<file path="config.mk">
export PLATFORM = sky130hd
export DESIGN_NAME = seq_detect_n
export DESIGN_NICKNAME = d
export VERILOG_FILES = /design/src/rtl/seq_detect_n.sv
export SDC_FILE = /design/constraint.sdc
export NUM_CORES = 1
export LEC_CHECK = 0
export CORE_AREA = 2 2 39 41
export DETAILED_ROUTE_END_ITERATION = 16
export DIE_AREA = 0 0 41 43
export GPL_TIMING_DRIVEN = 1
export PLACE_DENSITY = 0.75
export RECOVER_POWER = 25
export SLEW_MARGIN = 20
export SYNTH_ARGS = -nofsm -noshare
export SYNTH_HDL_FRONTEND = slang
export SYNTH_SLANG_ARGS = --single-unit
</file>
<file path="constraint.sdc">
create_clock -name clk -period 1.4 [get_ports clk]
set_input_delay 0.28 -clock clk [delete_from_list [all_inputs] [get_ports clk]]
set_output_delay 0.28 -clock clk [all_outputs]
set_load 0.01 [all_outputs]
</file>
<file path="src/rtl/seq_detect_n.sv">
// seq_detect_n: parametrised serial sequence detector.
//
// Shifts a valid-qualified serial bit stream into a PATTERN_W-bit window and
// raises a registered one-cycle pulse on y when the window matches the
// programmable pattern register. Overlapping or non-overlapping detection
// is chosen per valid bit by the overlap input.
//
// Optional feature: define SEQ_DET_COUNT_EN to build the saturating match
// counter. Without it, no counter flops exist and match_count is tied to 0.

module seq_detect_n #(
  parameter int                   PATTERN_W = 3,
  parameter logic [PATTERN_W-1:0] PATTERN   = 3'b111,
  parameter int                   COUNT_W   = 8,
  localparam int                  FW        = $clog2(PATTERN_W + 1)
) (
  input  logic                 clk,
  input  logic                 reset,
  input  logic                 s,
  input  logic                 s_valid,
  input  logic                 overlap,
  input  logic                 pat_load,
  input  logic [PATTERN_W-1:0] pat_in,
  output logic                 y,
  output logic [FW-1:0]        fill,
  output logic [PATTERN_W-1:0] window,
  output logic [COUNT_W-1:0]   match_count
);

  // Fill level at which the window holds a complete candidate sequence.
  localparam logic [FW-1:0] FILL_FULL = FW'(PATTERN_W);

  logic [PATTERN_W-1:0] pattern_q;
  logic [PATTERN_W-1:0] window_q;
  logic [FW-1:0]        fill_q;
  logic                 y_q;

  logic [PATTERN_W-1:0] shifted;
  logic [FW-1:0]        new_fill;
  logic                 hit;

  // Next window, saturating fill and match decision for the current bit.
  // NOTE: every always_comb output gets a value on every path, so no latch is inferred.
  always_comb begin
    shifted  = {window_q[PATTERN_W-2:0], s};
    new_fill = (fill_q == FILL_FULL) ? FILL_FULL : fill_q + FW'(1);
    hit      = (new_fill == FILL_FULL) && (shifted == pattern_q);
  end

  // Pattern, window, fill and match pulse; pattern reload outranks a data bit.
  // NOTE: state is written with non-blocking assignments so every register samples pre-edge values.
  always_ff @(posedge clk or negedge reset) begin
    if (!reset) begin
      pattern_q <= PATTERN;
      window_q  <= '0;
      fill_q    <= '0;
      y_q       <= 1'b0;
    end else if (pat_load) begin
      // A bit presented alongside a reload belongs to no pattern; drop it.
      pattern_q <= pat_in;
      window_q  <= '0;
      fill_q    <= '0;
      y_q       <= 1'b0;
    end else if (s_valid) begin
      window_q <= shifted;
      y_q      <= hit;
      // Non-overlap restarts the count so the next match needs N fresh bits;
      // the window itself keeps its contents.
      fill_q   <= (hit && !overlap) ? '0 : new_fill;
    end else begin
      y_q <= 1'b0;
    end
  end

  assign y      = y_q;
  assign fill   = fill_q;
  assign window = window_q;

`ifdef SEQ_DET_COUNT_EN
  logic [COUNT_W-1:0] count_q;

  // Saturating match counter; survives pattern reloads, cleared only by reset.
  always_ff @(posedge clk or negedge reset) begin
    if (!reset) begin
      count_q <= '0;
    end else if (!pat_load && s_valid && hit && (count_q != '1)) begin
      count_q <= count_q + COUNT_W'(1);
    end
  end

  assign match_count = count_q;
`else
  assign match_count = '0;
`endif

endmodule

</file>
==> run summary <==
status - finished, final reports clean
CP max FO - 4
Critical Path, Cell by Cell - dlygate4sd2_1
commonest non-fill, non-tap cell in the layout - conb_1
Rows - 14
Final Hold Fails - 0
vias per cell - 4.532
nets - 71
Port Buffer Count - 14
Simple-Gate Fraction of Synth Area - 0.1228
CTS H-tree depth - 1
Setup crit end kind - output port
CTS clk-pin slew, worst paths - 0.07 ns
FF-to-FF setup slack - 0.19 ns
minimum clock period - 1.262 ns
Startpoint Class - flip-flop
Synth cell types - 17
max-slew violation count - 0
sequential element share of the synthesized area - 0.4680
Critical-path top delay cell - dfrtp_1
HPWL after detailed placement - 626.2 um
layout cell share with drive strength beyond 1 - 0.2951
Worst setup endpoint - window[0]
setup TNS - 0 ns
reg2reg path depth - 4
Total Routed Length - 817 um
Num CTS Buffers - 3
most frequent cells in the layout - conb_1, clkdlybuf4s50_1, dfrtp_1, dlygate4sd2_1
max-cap viol count - 0
xor-xnor portion of the synthesized cell area - 0.05371
clock sink count - 9
Placement Cell Area - 618.1 um^2
CTS tree - yes
first-pass GRT wire length - 1.455 mm
#FFs+latches synth - 9
# DRC - 0
Gate Count Post-Synth - 42
leakage power - 0.3191 nW
Final Cell Area - 653.1 um^2
Vert. Die Dim - 43 um
FFs w/ async S/R, synth - 1.000
worst skew pair latency - 0.27 ns
Synth Area in Compound Gates - 0.06905
gpl congestion - 0.7278
largest family of logic cells by synthesized area - buffers and inverters
mean area per synthesized cell - 11.65 um^2
Initial DRT Pass Iterations - 2
GR Overflow Total - 0
Initial Utilization - 0.3535
I/O pins - 23
PwrDens - 950.2 mW/mm^2
multiplexer share of the synthesized area - 0.1304
Power, Total - 0.6206 mW
remaining antenna violation count - 0
WP buf/inv - 1
diode count - 0
Worst VDD drop - 460.3 uV
Period Utilization, post-route - 0.9014
Post-synth EDFFs - 0
RSZ-0062 raised after global routing - no
reg-to-reg endpoint - fill[0]$_DFFE_PN0P_
Primary FF master, synth - dfrtp_1
slowest stage delay, CP - 0.41 ns
CP Launch Point - window[0]$_DFFE_PN0P_
Vias - 349
WS Path Type - flip-flop to output port
die width - 41 um
fmax - 0.7924 GHz
area of the mapped netlist - 489.2 um^2
R2R Path Start - fill[1]$_DFFE_PN0P_
min-delay worst type - primary input to asynchronous set/reset pin
Critical Path RT - 1.12 ns
CP Depth - 1
Routed WL per cell - 10.61 um
Clock Skews - 0.002913 ns
root buffer cell - clkbuf_4
Tot GR Track Use - 0.1284
critical path's top delay family - flip-flops
vias in the first global route - 332
synth warn - 0
Max clock buf depth - 2
largest net degree at the start of global routing - 10
initial antenna violation count - 0
die area - 0.001763 mm^2
1st-iter DRT viols - 2
core area - 0.001384 mm^2
Area Growth Syn to Fin - 33.50%
Hold Buf Count CTS - 0
crit path DAT - 0.98 ns
# setup viols final - 0
Adder-Cell Fraction of Synth Area - 0
-- registers in the layout (all words and copies together) (netlist names) --
register / count
window: 3
fill: 2
y: 1
pattern_q: 3
-- timing repair --
item	CTS	global route
endpoints found under the setup margin	6	0
setup buffers	2	0
gates resized for setup	6	0
-- cell type report --
cell class / count / area [um^2]
fill: 136 / 730.7
sequential: 9 / 229.0
multi-input combinational: 30 / 214.0
timing repair buffer: 18 / 162.7
clock buffer: 3 / 22.52
tap: 16 / 20.02
clock inverter: 1 / 5.005
-- layer usage --
layer,track usage,routed length (um)
met5,0,0
met4,0.1000,25
met3,0.03665,62
met2,0.1875,426
met1,0.1486,303
-- synth_stat cells, types with 2 or more instances --
cell type,instances,area share
mux2i_1,3,0.061
buf_4,9,0.14
nand2b_1,2,0.026
dfstp_2,3,0.16
dfrtp_1,6,0.31
mux2_2,3,0.069
xnor2_1,3,0.054
nor2_1,4,0.031
-- metrics by stage --
stage	hold slack, ns	utilization	instances	worst slack (ns)
after detailed placement	0.5175	0.4467	71	-0.05404
after CTS	0.3155	0.4720	77	0.1333
after global routing	0.3960	0.4720	77	0.09295
final	0.3643	0.4720	77	0.1381
after global placement	0.5067	0.4467	71	-0.03725
after floorplan	-0.01559	-	49	0.2788
-- cell families (layout without fill, tap and decap cells) --
logic type	Yosys count	after routing
buffers and inverters	10	22
multiplexers	6	6
AND/OR/NAND/NOR	10	10
flip-flops	9	9
XOR/XNOR	3	3
AO/OA/AOI/OAI	3	3
other	1	8
-- report_power, final --
part           total [mW]  switching [mW]  internal [mW]  leakage (nW)
Sequential          0.295          0.0118          0.283         0.113
Clock               0.212           0.106          0.106        0.0177
Combinational       0.114          0.0514         0.0623         0.188
Total               0.621           0.169          0.451         0.319
-- worst min-delay path by stage --
stage                          startpoint                    end  slack, ns
CTS                                 reset    fill[1]$_DFFE_PN0P_       0.32
global route                        reset  window[0]$_DFFE_PN0P_       0.40
finish                              reset  window[0]$_DFFE_PN0P_       0.36
global placement    window[2]$_DFFE_PN0P_  window[2]$_DFFE_PN0P_       0.51
detailed placement  window[2]$_DFFE_PN0P_  window[2]$_DFFE_PN0P_       0.52
floorplan                           reset    fill[0]$_DFFE_PN0P_      -0.02
Power figures use the tool's default switching activity.
